## src/rtl/frame_capture_ctrl_if.sv

```systemverilog
// Bundle between the frame capture controller, the camera path,
// the classifier read port and the single-port frame RAM.
// The environment (camera + reader + RAM) is the master; the controller is the slave.
interface frame_capture_ctrl_if #(
   parameter int ADDR_W = 17
);
   logic              start_i;
   logic              release_i;
   logic              vsync_i;
   logic              pix_valid_i;
   logic              rd_req_i;
   logic [ADDR_W-1:0] rd_addr_i;
   logic [ADDR_W-1:0] mem_addr_o;
   logic              mem_we_o;
   logic              rd_valid_o;
   logic              frame_ready_o;
   logic              busy_o;
   logic              frame_err_o;

   modport master (
      output start_i, release_i, vsync_i, pix_valid_i, rd_req_i, rd_addr_i,
      input  mem_addr_o, mem_we_o, rd_valid_o, frame_ready_o, busy_o, frame_err_o
   );

   modport slave (
      input  start_i, release_i, vsync_i, pix_valid_i, rd_req_i, rd_addr_i,
      output mem_addr_o, mem_we_o, rd_valid_o, frame_ready_o, busy_o, frame_err_o
   );
endinterface

```

## src/rtl/frame_capture_ctrl.sv

```systemverilog
// Frame RAM sequencer: arms on start, captures one whole camera frame
// starting at a frame boundary, then holds it for random-access reads
// by the classifier until released.
module frame_capture_ctrl #(
   parameter int H_RES  = 320,
   parameter int V_RES  = 240,
   parameter int ADDR_W = 17
) (
   input  logic                 CLK25,
   input  logic                 RESET_N,
   frame_capture_ctrl_if.slave  bus
);

   localparam int                FRAME     = H_RES * V_RES;
   localparam logic [ADDR_W-1:0] LAST_PIX  = ADDR_W'(FRAME - 1);
   localparam logic [ADDR_W:0]   FRAME_LIM = (ADDR_W + 1)'(FRAME);

   localparam logic [1:0] S_IDLE    = 2'd0;
   localparam logic [1:0] S_ARM     = 2'd1;
   localparam logic [1:0] S_CAPTURE = 2'd2;
   localparam logic [1:0] S_HOLD    = 2'd3;

   logic [1:0]        state_q, state_d;
   logic              seen_low_q, seen_low_d;
   logic [ADDR_W-1:0] wr_cnt_q, wr_cnt_d;
   logic [ADDR_W-1:0] mem_addr_q, mem_addr_d;
   logic              mem_we_q, mem_we_d;
   logic              rd_vld_p1_q, rd_vld_p1_d;
   logic              rd_valid_q;
   logic              frame_err_q, frame_err_d;
   logic              rd_in_range;

   // Reads beyond the frame never touch the RAM (ADDR_W may cover more than FRAME).
   assign rd_in_range = ({1'b0, bus.rd_addr_i} < FRAME_LIM);

   // Next-state: capture/hold schedule and the single RAM address mux.
   always_comb begin
      state_d     = state_q;
      seen_low_d  = seen_low_q;
      wr_cnt_d    = wr_cnt_q;
      mem_addr_d  = mem_addr_q;
      mem_we_d    = 1'b0;
      rd_vld_p1_d = 1'b0;
      frame_err_d = 1'b0;
      case (state_q)
         S_IDLE: begin
            if (bus.start_i) begin
               state_d    = S_ARM;
               seen_low_d = 1'b0;
            end
         end
         S_ARM: begin
            // Only a low-then-high vsync edge proves we are at a frame start.
            if (seen_low_q && bus.vsync_i) begin
               state_d  = S_CAPTURE;
               wr_cnt_d = '0;
            end else if (!bus.vsync_i) begin
               seen_low_d = 1'b1;
            end
         end
         S_CAPTURE: begin
            // The final pixel wins over a simultaneous vsync fall.
            if (bus.pix_valid_i && (wr_cnt_q == LAST_PIX)) begin
               mem_we_d   = 1'b1;
               mem_addr_d = wr_cnt_q;
               state_d    = S_HOLD;
            end else if (!bus.vsync_i) begin
               // Short frame: the blanking already seen counts as the next boundary.
               frame_err_d = 1'b1;
               state_d     = S_ARM;
               seen_low_d  = 1'b1;
            end else if (bus.pix_valid_i) begin
               mem_we_d   = 1'b1;
               mem_addr_d = wr_cnt_q;
               wr_cnt_d   = wr_cnt_q + ADDR_W'(1);
            end
         end
         S_HOLD: begin
            // Release has priority; a read in the release/start cycle is dropped.
            if (bus.release_i) begin
               state_d = S_IDLE;
            end else if (bus.start_i) begin
               state_d    = S_ARM;
               seen_low_d = 1'b0;
            end else if (bus.rd_req_i && rd_in_range) begin
               mem_addr_d  = bus.rd_addr_i;
               rd_vld_p1_d = 1'b1;
            end
         end
         default: state_d = S_IDLE;
      endcase
   end

   // State and output registers; reset clears everything including in-flight reads.
   always_ff @(posedge CLK25) begin
      if (!RESET_N) begin
         state_q     <= S_IDLE;
         seen_low_q  <= 1'b0;
         wr_cnt_q    <= '0;
         mem_addr_q  <= '0;
         mem_we_q    <= 1'b0;
         rd_vld_p1_q <= 1'b0;
         rd_valid_q  <= 1'b0;
         frame_err_q <= 1'b0;
      end else begin
         state_q     <= state_d;
         seen_low_q  <= seen_low_d;
         wr_cnt_q    <= wr_cnt_d;
         mem_addr_q  <= mem_addr_d;
         mem_we_q    <= mem_we_d;
         rd_vld_p1_q <= rd_vld_p1_d;
         // RAM read latency: data is valid one cycle after the address is presented.
         rd_valid_q  <= rd_vld_p1_q;
         frame_err_q <= frame_err_d;
      end
   end

   assign bus.mem_addr_o    = mem_addr_q;
   assign bus.mem_we_o      = mem_we_q;
   assign bus.rd_valid_o    = rd_valid_q;
   assign bus.frame_ready_o = (state_q == S_HOLD);
   assign bus.busy_o        = (state_q == S_ARM) || (state_q == S_CAPTURE);
   assign bus.frame_err_o   = frame_err_q;

endmodule

```

## src/flat_wrapper.sv

```systemverilog
// flat-port wrapper written by rule: the top's interface ports become plain ports
module frame_capture_ctrl_flat 
#(
   parameter int H_RES  = 320,
   parameter int V_RES  = 240,
   parameter int ADDR_W = 17
)
  (CLK25, RESET_N, bus_start_i, bus_release_i, bus_vsync_i, bus_pix_valid_i, bus_rd_req_i, bus_rd_addr_i, bus_mem_addr_o, bus_mem_we_o, bus_rd_valid_o, bus_frame_ready_o, bus_busy_o, bus_frame_err_o);
  frame_capture_ctrl_if #(.ADDR_W(ADDR_W)) bus_i ();
  input  logic CLK25;
  input  logic RESET_N;
  input wire logic [$bits(bus_i.start_i)-1:0] bus_start_i;
  input wire logic [$bits(bus_i.release_i)-1:0] bus_release_i;
  input wire logic [$bits(bus_i.vsync_i)-1:0] bus_vsync_i;
  input wire logic [$bits(bus_i.pix_valid_i)-1:0] bus_pix_valid_i;
  input wire logic [$bits(bus_i.rd_req_i)-1:0] bus_rd_req_i;
  input wire logic [$bits(bus_i.rd_addr_i)-1:0] bus_rd_addr_i;
  output wire logic [$bits(bus_i.mem_addr_o)-1:0] bus_mem_addr_o;
  output wire logic [$bits(bus_i.mem_we_o)-1:0] bus_mem_we_o;
  output wire logic [$bits(bus_i.rd_valid_o)-1:0] bus_rd_valid_o;
  output wire logic [$bits(bus_i.frame_ready_o)-1:0] bus_frame_ready_o;
  output wire logic [$bits(bus_i.busy_o)-1:0] bus_busy_o;
  output wire logic [$bits(bus_i.frame_err_o)-1:0] bus_frame_err_o;
  assign bus_i.start_i = bus_start_i;
  assign bus_i.release_i = bus_release_i;
  assign bus_i.vsync_i = bus_vsync_i;
  assign bus_i.pix_valid_i = bus_pix_valid_i;
  assign bus_i.rd_req_i = bus_rd_req_i;
  assign bus_i.rd_addr_i = bus_rd_addr_i;
  assign bus_mem_addr_o = bus_i.mem_addr_o;
  assign bus_mem_we_o = bus_i.mem_we_o;
  assign bus_rd_valid_o = bus_i.rd_valid_o;
  assign bus_frame_ready_o = bus_i.frame_ready_o;
  assign bus_busy_o = bus_i.busy_o;
  assign bus_frame_err_o = bus_i.frame_err_o;
  frame_capture_ctrl #(.H_RES(H_RES), .V_RES(V_RES), .ADDR_W(ADDR_W)) u_core (.CLK25(CLK25), .RESET_N(RESET_N), .bus(bus_i));
endmodule
```

## config.mk

```make
export PLATFORM = sky130hd
export DESIGN_NAME = frame_capture_ctrl_flat
export DESIGN_NICKNAME = d
export VERILOG_FILES = /design/src/rtl/frame_capture_ctrl_if.sv /design/src/rtl/frame_capture_ctrl.sv /design/src/flat_wrapper.sv
export SDC_FILE = /design/constraint.sdc
export NUM_CORES = 1
export LEC_CHECK = 0
export BUFFER_PORTS_ARGS = -buffer_cell sky130_fd_sc_hd__buf_2
export CORE_ASPECT_RATIO = 2
export CORE_MARGIN = 1
export CORE_UTILIZATION = 40
export CTS_CLUSTER_SIZE = 20
export DETAILED_ROUTE_END_ITERATION = 6
export PLACE_DENSITY = 0.6
export SLEW_MARGIN = 20
export SYNTH_ARGS = -nofsm -noshare
export SYNTH_HDL_FRONTEND = slang
export SYNTH_SLANG_ARGS = --single-unit
```

## constraint.sdc

```tcl
create_clock -name CLK25 -period 2.55 [get_ports CLK25]
set_clock_uncertainty 0.05 [all_clocks]
set_input_delay 0.1275 -clock CLK25 [delete_from_list [all_inputs] [get_ports CLK25]]
set_output_delay 0.1275 -clock CLK25 [all_outputs]
set_load 0.05 [all_outputs]
```

==> out/results.ini, run 1 <==
[status]
outcome = complete, no violations

[synthesis]
async_flop_share_pct = 0
synth_top_area_cell = dfxtp_1
synth_top_area_share_pct = 39.0
syn_area_per_cell_sq_um = 9.44
synth_nets = 252
syn-instance-count = 223
ys_ff_latch = 41
synth_edf_count = 0
yosys_most_used_dff = dfxtp_1
yosys_warnings = 0
yosys-top-cells-area = dfxtp_1 (39%), o22a_1 (7.1%), o221a_1 (5.3%), o221a_2 (3.7%), ha_1 (3.0%)
ys_seq_area_share_pct = 39.0
syn_area_sq_um = 2110
synth_cell_types = 49

[die]
core_area_sq_um = 5090
initial_core_util_pct = 41.4
dieArea_sq_um = 5580
floorplan.die.width_um = 53.3
boundaryPins = 46
fp.dieH_um = 105
rows = 37

[clock_tree]
cts_tree = done
post_cts_resized = 0
cts_hold_buf = 0
clockBufferDepth = 2
clk_latency_ns = 0.30
clockRootBuffer = clkbuf_8
clkTransAtPathRegs_ns = 0.09
cts_buffers = 5
postCtsSetupBuffers = 0
cts.sinks = 41
cts_max_level = 2

[grt]
grt_pass1_wl_um = 9310
track_usage_pct = 22.9
grt_start_max_net_pins = 22
overflow = 0
grt_pass1_vias = 1908
antenna_found_initial = 0

[sta]
max_freq_ghz = 0.433
finalHoldViolations = 0
fin_crit_ns = 2.31
timing.slew.headroom_pct = 55.6
finalSetupViolations = 0
drv_slew = 0
fin_setup_tns_ns = 0
fin_crit_sh_pct = 90.5
grt_setup_unrepaired = no
worst_pin_slew_ns = 0.665

[placement]
gp_congestion = 0.883
hpwlAfterDp_um = 4410
numPortBuffers = 45

[critical_path]
slowest_stage = and3b_1
reg2reg_slack_ns = 0.24
reg2reg_to = u_core.bus.mem_addr_o[15]
worstPathArrival_ns = 2.45
cp_max_fo = 17
crit_type = reg2reg
worstSetupPathDepth = 7
startpoint = u_core.state_q[0]
worstPathRequired_ns = 2.70
path_cells = inv_1, ha_1, inv_1, buf_4, a211oi_2, and3b_1, o221a_2
crit_top_cell = inv_1
r2r_start = u_core.state_q[0]
worst_setup_path_start_kind = register
cp_slowest_stage_delay_ns = 0.43
worstRegToRegCells = 7
crit_end = u_core.bus.mem_addr_o[15]
cpLargestDelayFamily = compound AO/OA/AOI/OAI gates
end_kind = register
path_buf_inv = 3

[job]
maxCapViolCount = 0

[pwr]
power_per_cell_area_nw_per_um2 = 530
irDropWorstVdd_uv = 454
p_leak_nw = 1.02
fin_total_pwr_w = 0.00133

[drt]
wl_per_cell_um = 17.7
viasPerCell = 6.01
routed_wl_um = 5830
ant_nets = 0
drt_iter0_drc = 55
vias = 1982
detail_route.first_pass.iterations = 4
drc = 0

[finish]
layout-drive-gt1-share_pct = 28.3
layout.nets = 300
syn2layout_area_growth_pct = 19.3
final_common_cell = buf_2
diodes = 0
final_cell_mix = buf_2 (45), dfxtp_1 (41), o22a_1 (17), nor2_1 (14)

[hold_path]
hold_class = in2reg

[layer usage]
| metal | vias up | share of wire, % | GRT usage, % |
|---|---|---|---|
| li1 | 964 | - | - |
| met1 | 926 | 38 | 24.6 |
| met2 | 73 | 53 | 39.6 |
| met3 | 19 | 3.8 | 3.64 |
| met4 | 0 | 4.9 | 12.8 |
| met5 | - | 0 | 0 |
[worst reg2reg max path, delay by kind of cell, from the launching register on]
family,cells,cell delay [ns]
adders and majority gates,1,0.37
DFF,1,0.36
buffers and inverters,3,0.37
and+or+nand+nor,1,0.43
AOI/OAI and AO/OA,2,0.63
[worst min path at each step]
stage,cells after the start,slack [ns],end,from
2_1_floorplan,2,0.24,u_core.bus.mem_we_o,bus_pix_valid_i
3_3_place_gp,1,0.39,u_core.bus.rd_valid_o,u_core.rd_vld_p1_q
3_5_place_dp,1,0.38,u_core.bus.rd_valid_o,u_core.rd_vld_p1_q
4_1_cts,3,0.13,u_core.bus.mem_we_o,bus_pix_valid_i
5_1_grt,3,0.16,u_core.bus.mem_we_o,bus_pix_valid_i
6_report,3,0.14,u_core.bus.mem_we_o,bus_pix_valid_i
[cell type report]
class / count / area, sq um
Clock buffer: 5 / 68.8
Clock inverter: 3 / 46.3
Fill cell: 527 / 2580
Inverter: 5 / 18.8
Multi-Input combinational cell: 163 / 1180
Sequential cell: 41 / 821
Tap cell: 58 / 72.6
Timing Repair Buffer: 55 / 300
[power breakdown]
part	leakage [nW]	total [W]	switching [W]	internal (W)
clock network	0.0543	0.000546	0.000253	0.000293
registers	0.331	0.000654	0.00000742	0.000647
logic	0.632	0.000130	0.0000802	0.0000496
total	1.02	0.00133	0.000341	0.000990
[kinds of logic (layout without fill, tap and decap cells)]
family,Yosys count,after routing,synth area share (%)
compound gates,79,79,30.7
simple gates,72,72,19.4
flops,41,41,39.0
buf+inv,19,68,4.99
xor+xnor,6,6,2.50
fa+ha+maj,5,5,2.97
mux,1,1,0.475
[sequential cells by signal (all words and copies together), names as in the netlist]
name                    count
u_core.rd_vld_p1_q          1
u_core.state_q              2
u_core.seen_low_q           1
u_core.wr_cnt_q            17
u_core.bus.frame_err_o      1
u_core.bus.mem_addr_o      17
u_core.bus.mem_we_o         1
u_core.bus.rd_valid_o       1
[synth_stat cells (3+ instances only)]
library cell   n
nand3_1       12
or4_1          3
nor2_1        14
o22a_1        17
nand2_1       12
o221a_1       10
inv_1          5
nand2b_1       3
o211ai_1       3
and2_1         4
buf_2          3
o21ai_0       11
xor2_1         6
and3_1         3
clkbuf_1       7
or3_1          6
a21oi_1       11
nand4_1        4
o221a_2        7
ha_1           5
dfxtp_1       41
[stage by stage]
step	worst slack, ns	utilization (%)	std cells	hold WS (ns)	instance area (sq um)
3_5_place_dp	0.125	47.0	322	0.383	2390
2_1_floorplan	0.231	-	223	0.238	2110
6_report	0.242	49.3	330	0.144	2510
4_1_cts	0.106	49.2	330	0.133	2510
3_3_place_gp	0.181	47.0	322	0.388	2390
5_1_grt	0.0390	49.3	330	0.156	2510
Power figures use the tool's default switching activity.
==> run 2: changes to the inputs <==
--- a/config.mk
+++ b/config.mk
@@ -8,10 +8,10 @@
 export BUFFER_PORTS_ARGS = -buffer_cell sky130_fd_sc_hd__buf_2
 export CORE_ASPECT_RATIO = 2
 export CORE_MARGIN = 1
-export CORE_UTILIZATION = 40
+export CORE_UTILIZATION = 54
 export CTS_CLUSTER_SIZE = 20
 export DETAILED_ROUTE_END_ITERATION = 6
-export PLACE_DENSITY = 0.6
+export PLACE_DENSITY = 0.77
 export SLEW_MARGIN = 20
 export SYNTH_ARGS = -nofsm -noshare
 export SYNTH_HDL_FRONTEND = slang
==> out/results.ini, run 2 (same netlist as run 1, synthesis figures left out) <==
[drt]
drc = 0
vias = 2039
ant_nets = 0
drt_iter0_drc = 59
detail_route.first_pass.iterations = 4
wl_per_cell_um = 16.9
viasPerCell = 6.31
routed_wl_um = 5460

[clock_tree]
clockBufferDepth = 2
postCtsSetupBuffers = 0
clk_latency_ns = 0.29
cts_buffers = 5
clkTransAtPathRegs_ns = 0.08
cts_max_level = 2
clockRootBuffer = clkbuf_8
cts.sinks = 41
cts_hold_buf = 0
post_cts_resized = 0
cts_tree = done

[critical_path]
reg2reg_slack_ns = 0.35
worst_setup_path_start_kind = register
cp_max_fo = 17
crit_type = reg2reg
worstRegToRegCells = 6
worstPathRequired_ns = 2.73
worstPathArrival_ns = 2.38
end_kind = register

[die]
dieArea_sq_um = 4170
core_area_sq_um = 3680
rows = 31
initial_core_util_pct = 57.1
boundaryPins = 46
fp.dieH_um = 90.3
floorplan.die.width_um = 46.2

[placement]
place_inst = 315
gp_congestion = 0.883
dpl-instance-area_sq_um = 2400
numPortBuffers = 45
hpwlAfterDp_um = 4190

[pwr]
power.switching_w = 0.000306
irDropWorstVdd_uv = 427
swShare_pct = 25.7
pwr-share-seq_pct = 55.3
pwr-share-clk_pct = 34.4
fin_total_pwr_w = 0.00119
p_int_w = 0.000882
power_per_cell_area_nw_per_um2 = 478
combPwrFrac_pct = 10.3
p_leak_nw = 1.02

[sta]
max_freq_ghz = 0.455
worst_pin_slew_ns = 0.598
fin_setup_tns_ns = 0
fin_crit_sh_pct = 86.2
finalSetupViolations = 0
fin_crit_ns = 2.20
grt_setup_unrepaired = no
drv_slew = 0
timing.slew.headroom_pct = 60.2
finalHoldViolations = 0

[finish]
num-fill-cells = 319
final_util_pct = 67.5
diodes = 0
final_cell_mix = buf_2 (45), dfxtp_1 (41), o22a_1 (17), nor2_1 (14)
fin_cells = 323
layout-drive-gt1-share_pct = 28.8
final_common_cell = buf_2
final_area_sq_um = 2490
syn2layout_area_growth_pct = 18.1
layout.nets = 302

[grt]
overflow = 0
grt_pass1_wl_um = 8740
grt_start_max_net_pins = 29
track_usage_pct = 28.3
grt_pass1_vias = 1945
antenna_found_initial = 0

[job]
maxCapViolCount = 0

[status]
outcome = complete, no violations

[hold_path]
holdPathStages = 3
hold_class = in2reg

## run 2: cell count changes in the layout (fill, tap and decap cells not counted), sizes merged
cell    change
bufinv      -1
clkinv      +1
buf         +2
## run 2: cell type report
cell class | count | area [sq um] | share of cell area, %
Clock buffer | 5 | 68.8 | 2.77
Tap cell | 49 | 61.3 | 2.47
Sequential cell | 41 | 821 | 33.0
Clock inverter | 3 | 17.5 | 0.705
Inverter | 5 | 18.8 | 0.755
Timing Repair Buffer | 57 | 315 | 12.7
Multi-Input combinational cell | 163 | 1180 | 47.6
## run 2: path summary, 6_finish.rpt
| check | startpoint | endpoint |
|---|---|---|
| worst max register to register | u_core.wr_cnt_q[0] | u_core.bus.mem_addr_o[6] |
| worst min-delay path | bus_pix_valid_i | u_core.bus.mem_we_o |
| worst max-delay path | u_core.wr_cnt_q[0] | u_core.bus.mem_addr_o[6] |
| worst min register to register | u_core.rd_vld_p1_q | u_core.bus.rd_valid_o |
## run 2: metrics by stage
stage | setup WS [ns] | hold WS (ns)
after floorplan | 0.231 | 0.238
after global placement | 0.238 | 0.375
after detailed placement | 0.216 | 0.376
after CTS | 0.210 | 0.130
after global routing | 0.125 | 0.159
final | 0.352 | 0.132
## run 2: per-layer routing
| layer | part of all wire (%) | vias up | wire length [um] | GRT usage (%) |
|---|---|---|---|---|
| met5 | 0 | - | 0 | 0 |
| met4 | 7.2 | 0 | 395 | 21.6 |
| li1 | - | 967 | - | - |
| met2 | 52 | 90 | 2870 | 47.3 |
| met1 | 36 | 957 | 1970 | 29.7 |
| met3 | 4.2 | 25 | 230 | 2.80 |
## run 2: critical path, cell delays in order, from the launching register on
cell	delay (ns)
dfxtp_1	0.44
ha_1	0.24
and4_1	0.27
and2_1	0.18
a211oi_2	0.08
and3b_1	0.60
o221a_1	0.28
## run 2: power groups by stage
stage | logic (W) | registers (W) | clock network (W)
2_1_floorplan | 0.0000761 | 0.000672 | 0
3_3_place_gp | 0.000120 | 0.000671 | 0
3_5_place_dp | 0.000120 | 0.000671 | 0
4_1_cts | 0.000121 | 0.000656 | 0.000414
5_1_grt | 0.000134 | 0.000657 | 0.000436
6_report | 0.000122 | 0.000656 | 0.000409
==> run 3: changes to the inputs <==
--- a/config.mk
+++ b/config.mk
@@ -9,7 +9,6 @@
 export CORE_ASPECT_RATIO = 2
 export CORE_MARGIN = 1
 export CORE_UTILIZATION = 54
-export CTS_CLUSTER_SIZE = 20
 export DETAILED_ROUTE_END_ITERATION = 6
 export PLACE_DENSITY = 0.77
 export SLEW_MARGIN = 20
==> constraint.sdc (replaced) <==
create_clock -name CLK25 -period 2.2 [get_ports CLK25]
set_clock_uncertainty 0.05 [all_clocks]
set_input_delay 0.11 -clock CLK25 [delete_from_list [all_inputs] [get_ports CLK25]]
set_output_delay 0.11 -clock CLK25 [all_outputs]
set_load 0.05 [all_outputs]
==> out/results.ini, run 3 (same netlist as run 1, synthesis figures left out) <==
[status]
outcome = complete, no violations

[critical_path]
worstPathArrival_ns = 2.20
slowest_stage = and3b_2
cpLargestDelayFamily = compound AO/OA/AOI/OAI gates
worstPathRequired_ns = 2.34
crit_type = reg2reg
path_cells = inv_1, ha_1, inv_1, buf_4, a211oi_2, and3b_2, o221a_2
end_kind = register
cp_max_fo = 17
crit_top_cell = inv_1
path_buf_inv = 3
cp_slowest_stage_delay_ns = 0.37
worst_setup_path_start_kind = register
reg2reg_slack_ns = 0.14

[finish]
final_common_cell = buf_2
diodes = 0
multiInputGateArea_sq_um = 1200
layout.nets = 310
num-fill-cells = 299
syn2layout_area_growth_pct = 23.0
final_util_pct = 70.3
final_cell_mix = buf_2 (45), dfxtp_1 (40), buf_4 (20), o22a_1 (17), nor2_1 (14)
regArea_sq_um = 822
layout-drive-gt1-share_pct = 31.9

[drt]
drc = 0
vias = 2040
drt_iter0_drc = 58
detail_route.first_pass.iterations = 4
routed_wl_um = 5480
viasPerCell = 6.16
wl_per_cell_um = 16.5
ant_nets = 0

[pwr]
power.switching_w = 0.000386
p_leak_nw = 1.07
p_int_w = 0.00115
irDropWorstVdd_uv = 793
combPwrFrac_pct = 10.4
power_per_cell_area_nw_per_um2 = 594
pwr-share-clk_pct = 40.3
swShare_pct = 25.1
pwr-share-seq_pct = 49.2

[sta]
fin_setup_tns_ns = 0
finalHoldViolations = 0
max_freq_ghz = 0.486
worst_pin_slew_ns = 0.491
drv_slew = 0
grt_setup_unrepaired = no
timing.slew.headroom_pct = 67.2
setup_slack_ns = 0.141
finalSetupViolations = 0
fin_crit_sh_pct = 93.6
fin_crit_ns = 2.06

[die]
boundaryPins = 46
rows = 31
fp.dieH_um = 90.3
floorplan.die.width_um = 46.2
core_area_sq_um = 3680
initial_core_util_pct = 57.1
dieArea_sq_um = 4170

[clock_tree]
postCtsSetupBuffers = 0
clk_latency_ns = 0.30
cts.sinks = 41
cts_tree = done
cts_buffers = 5
clkTransAtPathRegs_ns = 0.08
cts_hold_buf = 0
clockBufferDepth = 2
cts_max_level = 2
clockRootBuffer = clkbuf_8

[placement]
gp_congestion = 0.883
hpwlAfterDp_um = 4060
numPortBuffers = 45
pre_cts_ws_ns = 0.0308

[grt]
antenna_found_initial = 0
track_usage_pct = 29.5
grt_pass1_vias = 1949
overflow = 0
grt_pass1_wl_um = 8900
grt_start_max_net_pins = 29

[job]
maxCapViolCount = 0

[hold_path]
hold_class = in2reg

[run 3: cell types whose count changed in the layout (fill, tap and decap cells not counted), sizes merged]
cell / before / now
bufinv: 0 / 1
buf: 57 / 65
clkinv: 2 / 1
[run 3: layout make-up]
type,instances,share of cell area [%]
clock buffer,5,2.66
clock inverter,3,1.79
inverter,5,0.725
multi-input combinational,163,46.2
sequential,41,31.7
tap,49,2.37
timing repair buffer,65,14.5
[run 3: per-layer routing]
metal,part of all wire [%],global-route usage [%],vias up,wire length [um]
met4,5.1,20.6,0,281
met5,0,0,-,0
met3,4.0,5.60,22,218
met2,53,48.5,78,2920
met1,37,31.1,957,2050
li1,-,-,983,-
[run 3: timing repair]
action,CTS,global route
hold endpoints to repair,0,0
setup endpoints to repair,0,28
gates resized for setup,0,5
[run 3: path summary, 6_finish.rpt]
kind / cells past startpoint / to / startpoint
setup / recovery: 7 / u_core.bus.mem_addr_o[0] / u_core.state_q[0]
hold reg to reg: 1 / u_core.bus.rd_valid_o / u_core.rd_vld_p1_q
hold / removal: 3 / u_core.bus.mem_we_o / bus_pix_valid_i
setup reg to reg: 7 / u_core.bus.mem_addr_o[0] / u_core.state_q[0]
[run 3: power by group through the flow]
stage | clock network [W] | logic, W | registers, W
after floorplan | 0 | 0.0000894 | 0.000779
after global placement | 0 | 0.000154 | 0.000774
after detailed placement | 0 | 0.000156 | 0.000775
after CTS | 0.000624 | 0.000157 | 0.000757
after global routing | 0.000660 | 0.000172 | 0.000760
final | 0.000621 | 0.000161 | 0.000758
[run 3: tightest hold or removal path: cells and delay by family]
family                 cells  cell delay [ns]
and+or+nand+nor            1             0.08
AOI/OAI and AO/OA          1             0.10
buffers and inverters      1             0.13
[run 3: per-stage QoR]
| stage | hold slack (ns) | total power (W) | instance area, sq um | instances |
|---|---|---|---|---|
| 2_1_floorplan | 0.221 | 0.000868 | 2110 | 223 |
| 6_report | 0.111 | 0.00154 | 2590 | 331 |
| 5_1_grt | 0.149 | 0.00159 | 2590 | 331 |
| 4_1_cts | 0.104 | 0.00154 | 2570 | 331 |
| 3_5_place_dp | 0.396 | 0.000931 | 2460 | 323 |
| 3_3_place_gp | 0.397 | 0.000929 | 2460 | 323 |
